[src/rtl/full_adder.sv]
// Ripple-carry adder built from one-bit full-adder cells, with a combinational
// result and a one-cycle registered copy (sum, carry, signed overflow, valid).
module full_adder #(
  parameter int WIDTH = 1
) (
  input  logic             clk,
  input  logic             rst,
  input  logic [WIDTH-1:0] in1,
  input  logic [WIDTH-1:0] in2,
  input  logic             cin,
  input  logic             en,
  output logic [WIDTH-1:0] sum,
  output logic             cout,
  output logic             ovf,
  output logic [WIDTH-1:0] sum_q,
  output logic             cout_q,
  output logic             ovf_q,
  output logic             valid_q
);

  logic [WIDTH:0]   w_c;
  logic [WIDTH-1:0] w_s;

  assign w_c[0] = cin;

  for (genvar i = 0; i < WIDTH; i++) begin : g_cell
    assign w_s[i]   = in1[i] ^ in2[i] ^ w_c[i];
    assign w_c[i+1] = (in1[i] & in2[i]) | (in1[i] & w_c[i]) | (in2[i] & w_c[i]);
  end

  // Overflow compares the carry into and out of the sign bit; for WIDTH=1
  // the carry into the sign bit is cin itself.
  assign sum  = w_s;
  assign cout = w_c[WIDTH];
  assign ovf  = w_c[WIDTH] ^ w_c[WIDTH-1];

  logic [WIDTH-1:0] r_sum_p1;
  logic             r_cout_p1;
  logic             r_ovf_p1;
  logic             r_vld_p1;

  // Stage p0 -> p1: capture the combinational result when enabled.
  always_ff @(posedge clk) begin
    if (rst) begin
      r_sum_p1  <= '0;
      r_cout_p1 <= 1'b0;
      r_ovf_p1  <= 1'b0;
      r_vld_p1  <= 1'b0;
    end else if (en) begin
      r_sum_p1  <= w_s;
      r_cout_p1 <= w_c[WIDTH];
      r_ovf_p1  <= w_c[WIDTH] ^ w_c[WIDTH-1];
      r_vld_p1  <= 1'b1;
    end
  end

  assign sum_q   = r_sum_p1;
  assign cout_q  = r_cout_p1;
  assign ovf_q   = r_ovf_p1;
  assign valid_q = r_vld_p1;

endmodule

[config.mk]
export PLATFORM = sky130hd
export DESIGN_NAME = full_adder
export DESIGN_NICKNAME = d
export VERILOG_FILES = /design/src/rtl/full_adder.sv
export SDC_FILE = /design/constraint.sdc
export NUM_CORES = 1
export LEC_CHECK = 0
export CORE_AREA = 2 2 39 41
export CTS_CLUSTER_DIAMETER = 200
export CTS_CLUSTER_SIZE = 14
export DETAILED_ROUTE_END_ITERATION = 8
export DIE_AREA = 0 0 41 43
export PLACE_DENSITY = 0.47
export SYNTH_ARGS = -nofsm -noshare
export SYNTH_HDL_FRONTEND = slang
export SYNTH_SLANG_ARGS = --single-unit
[constraint.sdc]
create_clock -name clk -period 1.1 [get_ports clk]
set_input_delay 0.165 -clock clk [delete_from_list [all_inputs] [get_ports clk]]
set_output_delay 0.165 -clock clk [all_outputs]
set_load 0.01 [all_outputs]
## Word level (Yosys, flattened, before mapping)

Index checks and enable logic that the tools add are counted.

| storage, ports and cells | value |
|---|---|
| bits in latches | 0 |
| register bits | 4 |
| ROM bits | 0 |
| memory bits (writable) | 0 |
| memories | 0 |
| logic and storage cells | 12 |
| output and inout bits | 7 |
| input port bits | 6 |

| operators by class | value |
|---|---|
| shifts and indexed selects | 0 |
| divide/modulo/power cells | 0 |
| $mul | 0 |
| reductions and logical operators | 0 |
| add/subtract/negate cells | 0 |
| magnitude comparators | 0 |
| equality and inequality tests | 0 |
| mux-type cells | 0 |
| bitwise logic cells | 8 |

Operators with widths:

| kind | count |
|---|---|
| $and A1 B1 Y1 | 3 |
| $xor A1 B1 Y1 | 3 |
| $or A1 B1 Y1 | 2 |

## Logic depth before layout (Yosys ltp)

| depth | value |
|---|---|
| depth in word-level cells | 4 |
| gate-level depth with buffers | 3 |
| gate-level depth less buffers | 3 |

## Least setup slack after synthesis

Ideal clock, no wire load.

| path | value |
|---|---|
| path type | input to output |
| from | in in1 |
| to | out ovf |
| stages | 3 |
| setup slack | -0.075 ns |
| path buffers | 0 |
| arrival | 1.010 ns |
| cell sequence | fa_1 > xnor2_1 > inv_1 |

| on the way | value |
|---|---|
| word-level cells in the longest chain between the ends | 4 |
| elaborated cells between the ends (all ways) | 5 |
| those cells by class | 5 x bitwise |

Ends and longest elaborated chain:

| item | RTL line | text |
|---|---|---|
| start, declared | 8 | `input logic [WIDTH-1:0] in1,` |
| $and A1 B1 Y1 | 28 | `assign w_c[i+1] = (in1[i] & in2[i]) \| (in1[i] & w_c[i]) \| (in2[i] & w_c[i]);` |
| $or A1 B1 Y1 (*) (2 in series) | 28 |  |
| $xor A1 B1 Y1 (*) | 35 | `assign ovf = w_c[WIDTH] ^ w_c[WIDTH-1];` |
| end, declared | 14 | `output logic ovf,` |

Every way passes the cells marked *; elsewhere a longest branch is shown, timed or not.

## Final worst setup path

Same ends and word-level chain as after synthesis.

==> impl_metrics.json <==
{
  "dr.pass1.iters": 1,
  "crit_cells": 5,
  "setup_viol": 2,
  "ys_ff_latch": 4,
  "drc_errors": 0,
  "post-synth-top-area-cell": "dfxtp_1",
  "startpoint_type": "primary input",
  "p_leak_nw": 0.178,
  "critPathBufInv": 3,
  "fp.dieArea_sq_um": 1760,
  "grt_pass1_wl_um": 683,
  "drv_slew": 0,
  "hold_viol_final": 0,
  "synthesis.instances": 15,
  "detail_route.iter0.violations": 0,
  "cp.arrival_ns": 1.03,
  "initial_core_util_pct": 11.8,
  "chipWidth_um": 41,
  "syn_to_final_growth_pct": 120,
  "reg2reg_from": "ovf_q",
  "core_sq_um": 1380,
  "numPortBuffers": 12,
  "status": "finished, violations left",
  "antenna_found_initial": 0,
  "n_antenna_cell": 0,
  "wl_per_cell_um": 9.18,
  "clkSinkCount": 4,
  "wl_um": 459,
  "grt_overflow": 0,
  "max_clock_freq_mhz": 839,
  "tightestPinTransition_ns": 0.241,
  "dr_total_vias": 176,
  "drive_gt1_share_pct": 47.1,
  "fin_crit_ns": 1.19,
  "yosysTopAreaCellShare_pct": 48.9,
  "rsz0062_at_grt": "yes",
  "timing.final.crit_share_pct": 108,
  "reg2reg_to": "ovf_q",
  "relSlewSlack_pct": 83.9,
  "yosysUniqueCellTypes": 7,
  "yosysSeqAreaShare_pct": 48.9,
  "clkTransAtPathRegs_ns": 0.04,
  "endpoint": "ovf",
  "synth_nets": 22,
  "crit_start": "in1",
  "cts_made_buffers": 3,
  "ir_worst_vdd_uv": 484,
  "ios": 13,
  "powerDensity_nw_per_um2": 1360,
  "critPathSlowestCell": "fa_2",
  "path_delay_family": "adder cells",
  "syn_avg_cell_area_sq_um": 10.9,
  "grt_max_degree": 6,
  "cap_viol_max_count": 0,
  "track_usage_pct": 6.75,
  "cts_tree": "built",
  "required_ns": 0.94,
  "syn_area_sq_um": 164,
  "skew_ns": 0,
  "grt_pass1_vias": 165,
  "pre_cts_ws_ns": -0.831,
  "hold_path_class": "primary input to register",
  "r2r_slack_ns": 0.47,
  "cts_root_buf": "clkbuf_4",
  "holdBufCountCts": 0,
  "htreeDepth": 1,
  "fillerInstances": 150,
  "synth_warnings": 0,
  "antenna_left": 0,
  "cpPeakStageDelay_ns": 0.41,
  "path_class": "primary input to output pin",
  "r2r_cells": 2,
  "num_rows": 14,
  "vias_per_cell": 3.52,
  "endpoint_kind": "output pin",
  "clkLatencyLatePin_ns": 0.24,
  "setup_ws_ns": -0.0915,
  "max-clock-path-buffers": 2,
  "layout.nets": 43,
  "gp_congestion": 0.553,
  "cp_max_fo": 2,
  "path_cells": "buf_6, fa_2, xnor2_2, inv_1, buf_2",
  "synthTopCellsByArea": "dfxtp_1 49%, fa_1 12%, mux2i_1 12%",
  "die_h_um": 43,
  "utilization_pct": 26.0,
  "violations": "setup timing"
}
## synth_stat cells, drive strengths merged
master	n
inv	1
nor2	5
fa	1
xnor2	1
a211oi	1
dfxtp	4
mux2i	2
## state kept, by name (all words and copies together), names as in the netlist
name and count:
cout_q 1, ovf_q 1, sum_q 1, valid_q 1
## cell usage in the layout (no fill, tap or decap)
cell | netlist | final
clkbuf_4 | 0 | 3
dfxtp_1 | 4 | 4
inv_1 | 1 | 1
buf_6 | 0 | 5
a211oi_2 | 1 | 1
buf_2 | 0 | 2
dlygate4sd2_1 | 0 | 4
nor2_1 | 5 | 5
mux2i_1 | 2 | 2
buf_4 | 0 | 3
clkdlybuf4s50_1 | 0 | 2
xnor2_2 | 0 | 1
fa_2 | 0 | 1
## repair_timing
item / in CTS / in global routing
setup endpoints to repair: 10 / 3
pin swaps: 2 / 2
setup buffers: 1 / 0
gates resized for setup: 31 / 2
## through the flow
stage               TNS [ns]  cell area, sq um  instances  hold WS [ns]  total power [mW]
detailed placement     -3.60               337         46         0.482             0.309
CTS                   -0.148               348         50         0.425             0.498
global route          -0.151               360         50         0.439             0.527
floorplan                  0               174         15         0.230             0.217
finish               -0.0964               360         50         0.428             0.489
global placement       -3.46               337         46         0.453             0.304
## power by group
group          internal [mW]  switching [mW]
Combinational         0.0853          0.0558
Clock                  0.122          0.0635
Sequential             0.158         0.00504
Total                  0.365           0.124
## final cells by class
cell class	instances	area [sq um]	area share, %
timing repair buffer	16	144	39.9
clock buffer	3	22.5	6.25
multi-input combinational	10	90.1	25.0
tap	16	20.0	5.56
sequential	4	80.1	22.2
inverter	1	3.75	1.04
## metal layers
metal	GRT usage [%]	vias up	routed length [um]
met1	8.12	71	211
met2	6.56	16	156
li1	-	87	-
met4	6.00	0	10
met5	0	-	0
met3	6.28	2	81
## worst register-to-register path: cells and delay by family, from the launching register on
family,cells,cell delay [ns]
AOI/OAI and AO/OA,1,0.19
DFF,1,0.31
and+or+nand+nor,1,0.05
## worst min-delay path by stage
stage / start / to / cells after the start
floorplan: rst / ovf_q / 1
global placement: valid_q / valid_q / 2
detailed placement: valid_q / valid_q / 2
CTS: cin / ovf_q / 5
global route: cin / ovf_q / 5
finish: cin / ovf_q / 5
## cell families after synthesis
| group | share of synthesized area, % |
|---|---|
| simple gates | 11.5 |
| flops | 48.9 |
| mux | 12.2 |
| compound gates | 7.63 |
| xor+xnor | 5.34 |
| buf+inv | 2.29 |
| fa+ha+maj | 12.2 |
Note: power is estimated with default switching activity, not from simulation.
